File: src/rtl/serial_adder_ctrl.sv
// Bit-serial add/subtract sequencer: a chain of BPC full adders is reused
// over WIDTH/BPC cycles, LSB first, between valid/ready operand and result channels.

module full_adder (
    input  logic a,
    input  logic b,
    input  logic ci,
    output logic s,
    output logic co
);
    assign s  = a ^ b ^ ci;
    assign co = (a & b) | (ci & (a ^ b));
endmodule

module serial_adder_ctrl #(
    parameter int WIDTH = 16,
    parameter int BPC   = 1
) (
    input  logic             clk_i,
    input  logic             rst_i,
    input  logic             in_valid_i,
    output logic             in_ready_o,
    input  logic [WIDTH-1:0] a_i,
    input  logic [WIDTH-1:0] b_i,
    input  logic             ci_i,
    input  logic             sub_i,
    output logic             out_valid_o,
    input  logic             out_ready_i,
    output logic [WIDTH-1:0] s_o,
    output logic             co_o,
    output logic             ovf_o,
    output logic             busy_o
);
    localparam int N  = WIDTH / BPC;
    localparam int CW = (N > 1) ? $clog2(N) : 1;

    generate
        if (WIDTH < 1 || BPC < 1 || (WIDTH % BPC) != 0) begin : g_bad_cfg
            $error("serial_adder_ctrl: BPC must be >= 1 and divide WIDTH");
        end
    endgenerate

    typedef enum logic [1:0] {IDLE, RUN, DONE} state_t;

    state_t           state, state_nxt;
    logic [WIDTH-1:0] opa, opb, sreg, sreg_nxt;
    logic             carry;
    logic [CW-1:0]    cnt;
    logic             co_r, ovf_r;
    logic [BPC:0]     c;
    logic [BPC-1:0]   sum;
    logic             last;

    assign c[0] = carry;

    generate
        for (genvar i = 0; i < BPC; i++) begin : g_fa
            full_adder u_fa (
                .a  (opa[i]),
                .b  (opb[i]),
                .ci (c[i]),
                .s  (sum[i]),
                .co (c[i+1])
            );
        end
        // Sum bits enter from the MSB side so the result lands in place after N steps.
        if (BPC == WIDTH) begin : g_shift_full
            assign sreg_nxt = sum;
        end else begin : g_shift_part
            assign sreg_nxt = {sum, sreg[WIDTH-1:BPC]};
        end
    endgenerate

    assign last = (cnt == CW'(N - 1));

    always_ff @(posedge clk_i or posedge rst_i) begin
        if (rst_i) state <= IDLE;
        else       state <= state_nxt;
    end

    always_comb begin
        state_nxt   = state;
        in_ready_o  = 1'b0;
        out_valid_o = 1'b0;
        busy_o      = 1'b0;
        case (state)
            IDLE: begin
                in_ready_o = 1'b1;
                if (in_valid_i) state_nxt = RUN;
            end
            RUN: begin
                busy_o = 1'b1;
                if (last) state_nxt = DONE;
            end
            DONE: begin
                busy_o      = 1'b1;
                out_valid_o = 1'b1;
                if (out_ready_i) state_nxt = IDLE;
            end
            default: state_nxt = IDLE;
        endcase
    end

    always_ff @(posedge clk_i or posedge rst_i) begin
        if (rst_i) begin
            opa   <= '0;
            opb   <= '0;
            sreg  <= '0;
            carry <= 1'b0;
            cnt   <= '0;
            co_r  <= 1'b0;
            ovf_r <= 1'b0;
        end else begin
            case (state)
                IDLE: if (in_valid_i) begin
                    // Subtract as A + ~B + ~borrow.
                    opa   <= a_i;
                    opb   <= sub_i ? ~b_i : b_i;
                    carry <= ci_i ^ sub_i;
                    sreg  <= '0;
                    cnt   <= '0;
                end
                RUN: begin
                    sreg  <= sreg_nxt;
                    opa   <= opa >> BPC;
                    opb   <= opb >> BPC;
                    carry <= c[BPC];
                    cnt   <= cnt + CW'(1);
                    if (last) begin
                        co_r  <= c[BPC];
                        ovf_r <= c[BPC] ^ c[BPC-1];
                    end
                end
                default: ;
            endcase
        end
    end

    assign s_o   = sreg;
    assign co_o  = co_r;
    assign ovf_o = ovf_r;

endmodule

File: config.mk
export PLATFORM = sky130hd
export DESIGN_NAME = serial_adder_ctrl
export DESIGN_NICKNAME = d
export VERILOG_FILES = /design/src/rtl/serial_adder_ctrl.sv
export SDC_FILE = /design/constraint.sdc
export NUM_CORES = 1
export LEC_CHECK = 0
export ABC_AREA = 1
export CAP_MARGIN = 10
export CORE_MARGIN = 2
export CORE_UTILIZATION = 40
export CTS_BUF_LIST = sky130_fd_sc_hd__clkbuf_8
export DETAILED_ROUTE_END_ITERATION = 8
export PLACE_DENSITY = 0.72
export SKIP_LAST_GASP = 1
export SYNTH_ARGS = -nofsm -noshare
export SYNTH_HDL_FRONTEND = slang
export SYNTH_HIERARCHICAL = 1
export SYNTH_SLANG_ARGS = --single-unit
File: constraint.sdc
create_clock -name clk_i -period 3.4 [get_ports clk_i]
set_clock_uncertainty 0.05 [all_clocks]
set_input_delay 0.51 -clock clk_i [delete_from_list [all_inputs] [get_ports clk_i]]
set_output_delay 0.51 -clock clk_i [all_outputs]
set_load 0.05 [all_outputs]
After elaboration in Yosys (flattened, before gate mapping) --
Cells that the tools add are included.
Word-level totals: flip-flop bits (word level) 57, input port bits 38, output and inout bits 21, logic and storage cells 47
Cells by class: $add $sub $neg 1, equality and inequality tests 6, mux-type cells 18, bitwise gates (word level) 8, reductions and logical operators 6
Operators by type and width (number):
- case mux 16 bit (2 select lines) | 3
- 2-to-1 mux 16 bit | 4
- inverter 16 bit | 1
- case mux 4 bit (2 select lines) | 1
- 2-to-1 mux 2 bit | 3
- inequality test 2 bit, second input constant | 3
- case mux 2 bit (3 select lines) | 1
- adder 4 x 1 -> 4 bit, second input constant | 1
- == test 4 bit, second input constant | 1
- 2-to-1 mux 1 bit | 4
- 2-to-1 mux 4 bit | 1
- AND reduction 2 bit | 2
- bitwise XOR 1 bit | 4
- AND reduction 3 bit | 1
- AND 1 bit | 2
- == test 2 x 1 -> 1 bit, second input constant | 1
- == test 2 bit, second input constant | 1
- logical NOT 2 bit | 1
- case mux 1 bit (2 select lines) | 1
- nonzero test 2 bit | 1
- OR reduction 2 bit | 1
- bitwise OR 1 bit | 1

Depth between registers and ports, before layout --
Gate-level depths: netlist of the first run.
depth after elaboration 4, depth in mapped cells 9

Cells and area by module --
The synthesis of the first run kept the hierarchy.
Modules (own cells, without submodules):
- serial_adder_ctrl | instances 1, cells each 373, area an instance 2839.0 µm²
- full_adder | instances 1, cells each 1, area an instance 20.0 µm²

Least setup slack after synthesis of the first run --
No wires, ideal clock.
path kind register to register, start point register state[0], end point register sreg[10] (netlist: s_o[10]), setup time 127 ps, data arrival time 1605 ps, required time 3223 ps, slack 1619 ps, stages on the path, launching flop included 7, path buffers 1, clock period less this slack 1781 ps, path through dfrtp_1 inv_1 ha_1 nand2_1 nand2_1 buf_2 o22ai_1
On the way: longest elaborated chain between the ends 3, elaborated cells between the ends (all ways) 6, those cells by class 2 x eq/ne; 1 x mux; 3 x reduce/logical
Ends and longest elaborated chain:
- from (decl) | line 45 | state_t state, state_nxt;
- from (signal assigned) | line 78 | else state <= state_nxt;
- == test 2 x 1 -> 1 bit or logical NOT 2 bit (tied branches) | line 114 | case (state)
- nonzero test 2 bit (no line) or inequality test 2 bit (tied branches)
- AND reduction 2 bit (no line)
- to (signal assigned) | line 124 | sreg <= sreg_nxt;
- to (decl) | line 46 | logic [WIDTH-1:0] opa, opb, sreg, sreg_nxt;
Parallel ways exist; a longest one is shown, timed or not. A chain may end at the register's enable or synchronous reset.

Final worst setup path of the first run --
start point register state[0], end point output port in_ready_o
On the way: longest elaborated chain between the ends 2
Ends and longest elaborated chain:
- logical NOT 2 bit | line 86 | case (state)
- 2-to-1 mux 1 bit | line 86
- to (decl) | line 22 | output logic in_ready_o,
No other way between the ends.

==> results of run 1 <==
cell families after synthesis:
family | share of synthesized area [%]
AO/OA/AOI/OAI | 12.2
XOR/XNOR | 0.613
adder cells (fa/ha/maj) | 2.45
buffers and inverters | 10.2
flip-flops | 49.9
AND/OR/NAND/NOR | 24.6
layer usage:
metal | track usage [%] | vias to the layer above | wire, um
met3 | 4.01 | 9 | 245
met2 | 27.2 | 57 | 2770
met5 | 0 | - | 0
met1 | 23.5 | 1078 | 2860
met4 | 6.61 | 0 | 95
li1 | - | 1271 | -
registers in the layout, summed over array words and instances (netlist names):
| signal | cells |
|---|---|
| ovf_o | 1 |
| opb | 16 |
| carry | 1 |
| opa | 16 |
| s_o | 16 |
| cnt | 4 |
| state | 2 |
| co_o | 1 |
area by class of cell:
class                   count  area, um^2
inverters                  40         150
multi-input cells         256        1140
clock buffers              11         151
well taps                  96         120
flip-flops and latches     57        1430
clock inverters             5        77.6
repair buffers             63         618
fillers                   649        3190
final timing paths:
kind | depth (start not counted) | end | startpoint | slack, ns
max reg2reg | 9 | cnt[2] | state[1] | 1.31
min | 2 | s_o[14] | rst_i | 0.42
max in group asynchronous | 3 | cnt[2] | rst_i | 2.26
min reg2reg | 2 | opb[8] | opb[8] | 0.44
min in group clk_i | 2 | opb[8] | opb[8] | 0.44
max | 3 | in_ready_o | state[0] | 0.95
placed cells by master, fill, tap and decap left out, drive strengths merged, types with 5 or more instances in the layout:
cell type        n
nand2          156
inv             40
buf              5
clkbuf          11
nor2            20
clkdlybuf4s50   58
dfrtp           57
o22ai           14
o21ai           46
nand3            7
metrics by stage:
stage	setup WS [ns]	cell area (um^2)	cells	util, %	power, mW
finish	0.949	3680	528	53.6	3.26
global route	0.856	3680	528	53.6	3.55
CTS	0.920	3680	528	53.6	3.29
detailed placement	1.18	3450	512	50.3	2.56
global placement	1.23	3450	512	50.3	2.52
floorplan	1.44	2860	374	-	2.26
power breakdown:
group | switching (mW) | internal (mW)
registers | 0.138 | 0.948
clock network | 0.269 | 0.450
logic | 0.959 | 0.492
total | 1.37 | 1.89
==> impl_summary.md, run 1 <==
Floorplanning
The initial utilization of the core area, before any placement, comes to 41.6%. From left edge to right edge, the die measures 88.5 um. In this run the core area contains 30 standard-cell rows. 59 I/O pins were placed.

The placeable core region is 6870 um^2. Measured along the y axis, the die boundary spans 88.5 um. The full die area is 7840 um^2.

Global routing
The number of global-route vias before repair is 2,315. The first global-routing pass estimated 10.5 mm of wire. The overall track demand over capacity in global routing is 17.3%.

Entering global routing, the biggest net connects 44 pins. The sum of overflow across all layers after global routing is 0. The initial antenna violation count came to 0.

Worst setup path
Counting both buffers and inverters, the worst setup path holds a total of 2. Walking the worst path, the cells encountered are inv_1 -> ha_1 -> clkdlybuf4s50_1. The top fanout value on the critical path is 5. Among all stages on the critical path, the largest delay is contributed by clkdlybuf4s50_1. The data required time at the worst endpoint is 2.84 ns. STA classifies the critical path endpoint as a primary output.

The data arrival time of the critical path is 1.89 ns. The type of the setup path with the least slack is flip-flop to primary output. Broken down by cell family, the worst path's largest delay share belongs to buffers and inverters.

The worst setup path is launched from a flip-flop. The longest individual stage delay on the worst path is 0.83 ns.

Clock network
The clock sink count is 57. The clock tree from TritonCTS is built. The depth of the CTS H-tree is 3. Gates resized during post-CTS repair numbered 0. The clock-pin slew on the worst setup and hold paths is 0.07 ns.

The clock tree buffer depth is 2. The number of setup buffers added after CTS is 0. Counting the buffers created by CTS gives 9. The number of hold buffers added after CTS is 0. Clock tree synthesis selected as its root buffer the cell clkbuf_8. The clock reaches the later pin of the worst-skew pair after 0.33 ns.

Routing
The count of nets left with antenna violations once routing finished came out at 0. The number of DRC markers after the initial detailed-route iteration is 145. For this block, the via count after detailed routing is 2,415. For this run, design rule violations remaining after detail routing come to 0. The number of vias per cell is 4.57.

The iteration count of the initial detailed-routing pass is 5. The detailed-route wire length is 5.97 mm. After detailed routing, the average wire length per cell comes to 11.3 um.

STA
Setup violations remaining at the end of the flow were counted as 0. Setup repair after global routing left no endpoint under its margin. Measured against its own limit, the worst slew margin works out to 33.9%. The measured slew at the worst slew-check pin is 0.989 ns. The post-route setup TNS is 0 ns. The post-route minimum period is 2.45 ns. Derived from the worst setup path, the maximum achievable clock frequency is 408 MHz. The hold violation total from the final report is 0. The number of max-slew violations in the final report is 0. The worst path uses 72.1% of the clock period. Hold timing on the final database bottoms out at a slack of 0.423 ns.

Yosys
The Yosys step of the flow raised 6 warnings. The proportion of netlist area held by the largest area contributor is 49.9%. The mean post-synth cell area is 7.64 um^2. The synthesized netlist cell count is 374. The distinct cell type count after synthesis is 20. The number of nets produced by synthesis is 417. Yosys attributes the largest share of cell area to dfrtp_1, nand2_1, o21ai_0. For this run, the leading register cell type out of synthesis is dfrtp_1. The share of the Yosys chip area taken by registers is 49.9%. Counting flops with an async set or reset pin after synthesis yields a share of 100%. Counting instances in the post-synthesis netlist gives the leading cell types as nand2_1, dfrtp_1, inv_1, o21ai_0, nor2_1. The mapped cell area is 2860 um^2.

The synthesized design contains 0 enable-type register cells. By instance count, the leading cell after synthesis is nand2_1. The flop and latch count out of synthesis is 57. Summed over all instances, the cell type with the most area after synthesis is dfrtp_1.

Status
The flow ran to the end, and the final reports show no timing, DRC or antenna violations.

Pwr
The leakage power figure is 1.79 nW. The areal power density over the cells is 884 nW/um^2. The maximum vdd drop is 0.000283 V.

Hold path
The classification of the worst-slack hold path is input port to async pin.

Finish
The fraction of layout instances using a drive strength above 1 is 5.56%. The area growth from synthesis to layout is 28.8%. The final layout contains 470 nets.

The repair_antennas step left the layout with diodes totalling 0.

Place
The count of input and output buffers is 58. At the end of routability-driven placement, the weighted congestion stood at 0.768. Detailed placement finished with a half-perimeter wire length of 4.12 mm.

Flow run
Max-cap violations in this run came to 0.
(Power assumes the default switching activity.)
==> inputs of run 2 (changes only) <==
clock period = 2.45 ns   (was 3.4 ns; I/O delays follow)
==> impl_summary.md, run 2 (synthesis gave the netlist of run 1 again) <==
Clock network
The number of CTS-inserted buffers is 9 (unchanged). The clock-pin slew on the worst setup and hold paths was 0.07 ns (about the same). TritonCTS built the clock tree. The clock sink count is 57 (unchanged).

The quantity of gates resized following cts was 0 (unchanged). The depth of the CTS H-tree is 3 (unchanged). The number of setup buffers added after CTS is 0 (unchanged). The cell sitting at the root of the clock tree is a clkbuf_8.

The clock tree buffer depth is 2 (unchanged). The number of hold buffers added after CTS is 0 (unchanged). The clock latency reported for the late side of the worst-skew pair is 0.35 ns (+0.02 ns).

STA
The worst max-slew margin expressed relative to the limit is 53.7% (+20 points). Setup repair after global routing left no endpoint under its margin. The post-route setup TNS is 0 ns (unchanged). The number of max-slew violations in the final report is 0 (unchanged).

The post-route minimum period is 2.30 ns. The fraction of the cycle the final worst path needs is 94.0%. The hold violation total from the final report was 0 (unchanged).

The maximum clock rate is 434 MHz. The worst hold margin is 0.333 ns (-0.0895 ns). The number of setup violations in the final report came to 0 (unchanged).

The measured slew at the worst slew-check pin is 0.694 ns (-0.295 ns).

Routing
The number of remaining DRC errors is 0 (unchanged). The detailed-route wire length is 5.88 mm (-1.4%). The number of vias per cell is 4.62 (+0.91%).

The number of DRC markers after the initial detailed-route iteration is 113 (-22%). The average wire per standard cell is 11.1 um (-1.4%). The number of nets with antenna violations after routing is 0 (unchanged). The iteration count of the initial detailed-routing pass is 4 (-1).

The total vias in the final route came to 2,437 (+0.91%).

Finish
The number of non-filler instances in the completed layout is 528 (unchanged). Leaving out fill and tap cells, the most frequent cells in the layout are nand2_1, clkdlybuf4s50_1, dfrtp_1, inv_1, o21ai_0. The share of the core filled with cells in the final layout is 54.1% (+0.51 points). Leaving out fill and tap cells, the most frequent cell in the layout is nand2_1. The number of nets in the layout is 470 (unchanged).

The area growth from synthesis to layout is 30.1%. The count of antenna diodes in the layout was 0 (unchanged). The fraction of layout instances using a drive strength above 1 is 5.56% (unchanged). The fill cell total of the finished layout is 659 (+1.5%).

Global routing
The number of global-route vias before repair is 2,371 (+2.4%). The overall track demand over capacity in global routing came to 17.1% (-0.21 points). The maximum number of pins on one net before global-route repair is 67 (+52%).

The wire length of the first global-routing pass is 10.2 mm (-2.9%). The initial antenna violation count is 0 (unchanged). The sum of overflow across all layers after global routing is 0 (unchanged).

Floorplanning
The I/O pin count is 59 (unchanged). The floorplan die height is 88.5 um (unchanged). The horizontal die dimension is 88.5 um (unchanged).

The initial cell density of the core is 41.6% (unchanged). The count of standard-cell rows is 30 (unchanged). The full die area was 7840 um^2 (unchanged).

The placeable core region is 6870 um^2 (unchanged).

Place
The count of input and output buffers is 58 (unchanged). The detailed-placement wirelength estimate is 3.87 mm (-6.1%). The weighted congestion at the end of routability-driven global placement is 0.761 (-0.94%). The cell count after placement is 512 (unchanged).

Pwr
The areal power density over the cells is 1230 nW/um^2 (+39%). The leakage power figure is 1.81 nW (+0.89%). The maximum vdd drop is 0.000438 V (+55%). The total power draw is 4.58 mW (+41%).

Worst setup path
STA classifies the critical path startpoint as a flip-flop. The data required time at the worst endpoint is 2.03 ns (-0.81 ns). The worst setup path is captured at a primary output. The data arrival time of the critical path is 1.88 ns (about the same). The type of the setup path with the least slack is flip-flop to primary output. The top fanout value on the critical path came to 5 (unchanged).

Status
The flow ran to the end, and the final reports show no timing, DRC or antenna violations.

Hold path
The classification of the worst-slack hold path is input port to async pin.

Flow run
The total of max-cap violations was 0 (unchanged).
run 2: area by class of cell:
type	instances	area, um^2	area share [%]
clock inverter	4	73.8	1.99
tap	96	120	3.23
clock buffer	12	165	4.44
multi-input combinational	256	1140	30.7
sequential	57	1430	38.4
inverter	40	150	4.04
timing repair buffer	63	643	17.3
run 2: metal layers:
| layer | wire (um) | GRT usage [%] | up-vias | part of all wire (%) |
|---|---|---|---|---|
| met5 | 0 | 0 | - | 0 |
| met4 | 99 | 6.75 | 0 | 1.7 |
| met3 | 277 | 5.50 | 8 | 4.7 |
| met2 | 2700 | 28.2 | 56 | 46 |
| met1 | 2810 | 21.0 | 1103 | 48 |
| li1 | - | - | 1270 | - |
run 2: through the flow:
stage / area [um^2] / setup WS [ns]
after floorplan: 2860 / 0.633
after global placement: 3480 / 0.544
after detailed placement: 3480 / 0.504
after CTS: 3720 / 0.129
after global routing: 3720 / 0.0562
final: 3720 / 0.148
run 2: critical path: stages (launching register included):
cell             delay [ns]
dfrtp_1                0.40
inv_1                  0.09
ha_1                   0.23
clkdlybuf4s50_1        0.83
run 2: worst paths after layout:
| path | from | endpoint | slack (ns) | cells past startpoint |
|---|---|---|---|---|
| setup reg to reg | state[1] | s_o[0] | 0.59 | 5 |
| max in group asynchronous | rst_i | opa[8] | 1.77 | 3 |
| hold / removal | rst_i | s_o[6] | 0.33 | 3 |
| setup / recovery | state[0] | in_ready_o | 0.15 | 3 |
| min in group clk_i | opb[10] | opb[10] | 0.43 | 2 |
| hold reg to reg | opb[10] | opb[10] | 0.43 | 2 |
run 2: report_power, final:
part | internal, mW | switching [mW]
Clock | 0.655 | 0.373
Sequential | 1.32 | 0.189
Combinational | 0.701 | 1.35
Total | 2.67 | 1.91
==> inputs of run 3 (changes only) <==
CORE_ASPECT_RATIO = 0.75   (was unset)
SLEW_MARGIN = 0   (was unset)
==> impl_summary.md, run 3 (synthesis gave the netlist of run 1 again) <==
Clock network
The root buffer cell chosen for the clock tree is clkbuf_8. The clock tree buffer depth is 2 (unchanged). The clock tree from TritonCTS is built.

The quantity of gates resized following cts came to 0 (unchanged). The clock-pin slew on the worst setup and hold paths is 0.06 ns (about the same). The number of setup buffers added after CTS is 0 (unchanged). The number of hold buffers added after CTS was 0 (unchanged).

The depth of the CTS H-tree is 3 (unchanged). The clock latency reported for the late side of the worst-skew pair is 0.33 ns (-0.02 ns). The clock sink count is 57 (unchanged). The number of CTS-inserted buffers is 9 (unchanged).

Floorplanning
The floorplan die height was 77.2 um (-13%). The horizontal die dimension was 102 um (+15%). The I/O pin count is 59 (unchanged). The count of standard-cell rows came to 26 (-13%). The full die area was 7850 um^2 (about the same).

The placeable core region is 6860 um^2 (about the same). The initial cell density of the core is 41.7% (about the same).

STA
The post-route setup TNS was 0 ns (unchanged). The number of setup violations in the final report is 0 (unchanged). The measured slew at the worst slew-check pin came to 0.710 ns (+0.0158 ns).

The fraction of the cycle the final worst path needs is 92.8% (-1.2 points). The maximum clock rate is 440 MHz (+1.3%). The worst max-slew margin expressed relative to the limit is 52.6% (-1.1 points). The post-route minimum period is 2.27 ns (-0.0292 ns). Setup repair after global routing left no endpoint under its margin. The number of max-slew violations in the final report is 0 (unchanged). The hold violation total from the final report is 0 (unchanged).

Worst setup path
The cell count of the worst reg-to-reg path was 8 (+3). The endpoint identified for the worst register-to-register timing path is cnt[0]. The startpoint of the worst-slack reg-to-reg timing path is state[1].

The kind of end point of the critical path is a primary output. The data required time at the worst endpoint is 2.03 ns (about the same). The top fanout value on the critical path is 5 (unchanged). STA classifies the critical path startpoint as a flip-flop. The slack of the worst reg-to-reg path was 0.69 ns (+0.10 ns). The type of the setup path with the least slack is flip-flop to primary output. The data arrival time of the critical path was 1.86 ns (-0.02 ns).

Finish
From synthesis to final layout, the design area changed by 28.2%. The fraction of layout instances using a drive strength above 1 is 5.10% (-0.45 points). The count of antenna diodes in the layout is 0 (unchanged). The most common library cell in the layout ignoring fill and taps is nand2_1.

In the layout the commonest cells are nand2_1, clkdlybuf4s50_1, dfrtp_1, inv_1, o21ai_0. The number of nets in the layout is 470 (unchanged).

Routing
The number of vias per cell is 4.54 (-1.6%). The average wire per standard cell was 11.2 um (+0.37%). The detailed-route wire length is 5.91 mm (+0.56%). The number of nets with antenna violations after routing came to 0 (unchanged). The iteration count of the initial detailed-routing pass is 4 (unchanged). The number of remaining DRC errors was 0 (unchanged). The number of DRC markers after the initial detailed-route iteration is 143 (+27%). The total vias in the final route is 2,403 (-1.4%).

Global routing
The overall track demand over capacity in global routing is 16.5% (-0.66 points). The maximum number of pins on one net before global-route repair is 67 (unchanged). The initial antenna violation count was 0 (unchanged). The wire length of the first global-routing pass is 10.2 mm (-0.26%). The sum of overflow across all layers after global routing is 0 (unchanged).

The number of global-route vias before repair is 2,284 (-3.7%).

Pwr
The maximum vdd drop is 0.000648 V (+48%). The leakage power figure was 1.79 nW (-1.2%). The total power draw is 4.41 mW (-3.8%). The areal power density over the cells was 1200 nW/um^2 (-2.4%).

Place
The count of input and output buffers was 58 (unchanged). The detailed-placement wirelength estimate came to 3.96 mm (+2.3%). The weighted congestion at the end of routability-driven global placement was 0.770 (+1.2%).

Status
The flow ran to the end, and the final reports show no timing, DRC or antenna violations.

Flow run
The total of max-cap violations is 0 (unchanged).

Hold path
The min-delay analysis places its worst path in the category input port to async pin.
run 3: worst max-delay path, cell delays in order, from the launching register on:
cell             delay (ns)
dfrtp_1                0.39
inv_1                  0.09
ha_1                   0.22
clkdlybuf4s50_1        0.83
run 3: per-layer routing:
| layer | vias up | GRT usage (%) | wire length [um] |
|---|---|---|---|
| li1 | 1268 | - | - |
| met1 | 1065 | 24.0 | 3080 |
| met2 | 66 | 23.4 | 2390 |
| met3 | 4 | 6.20 | 414 |
| met4 | 0 | 3.24 | 29 |
| met5 | - | 0 | 0 |
run 3: layout make-up:
type / count / area (um^2)
Clock inverter: 4 / 43.8
Tap cell: 98 / 123
Fill cell: 675 / 3200
Multi-Input combinational cell: 256 / 1140
Sequential cell: 57 / 1430
Inverter: 40 / 150
Timing Repair Buffer: 63 / 631
Clock buffer: 11 / 151
run 3: worst max path at each step:
| stage | from | endpoint | slack, ns | cells after the start |
|---|---|---|---|---|
| floorplan | rst_i | carry | 0.63 | 1 |
| global placement | state[0] | in_ready_o | 0.54 | 3 |
| detailed placement | state[0] | in_ready_o | 0.52 | 3 |
| CTS | state[1] | in_ready_o | 0.17 | 3 |
| global route | state[0] | in_ready_o | 0.09 | 3 |
| finish | state[1] | in_ready_o | 0.18 | 3 |
run 3: power breakdown:
group / switching (mW) / internal (mW) / leakage (nW)
clock: 0.342 / 0.512 / 0.106
sequential: 0.188 / 1.32 / 0.738
combinational: 1.35 / 0.700 / 0.941
run 3: metrics by stage:
step	area [um^2]	setup WS [ns]	std cells	util, %	hold slack [ns]
after detailed placement	3470	0.521	514	50.5	0.415
after CTS	3660	0.166	529	53.4	0.281
final	3660	0.177	529	53.4	0.273
after floorplan	2860	0.633	374	-	0.399
after global placement	3470	0.543	514	50.5	0.412
after global routing	3660	0.0912	529	53.4	0.298
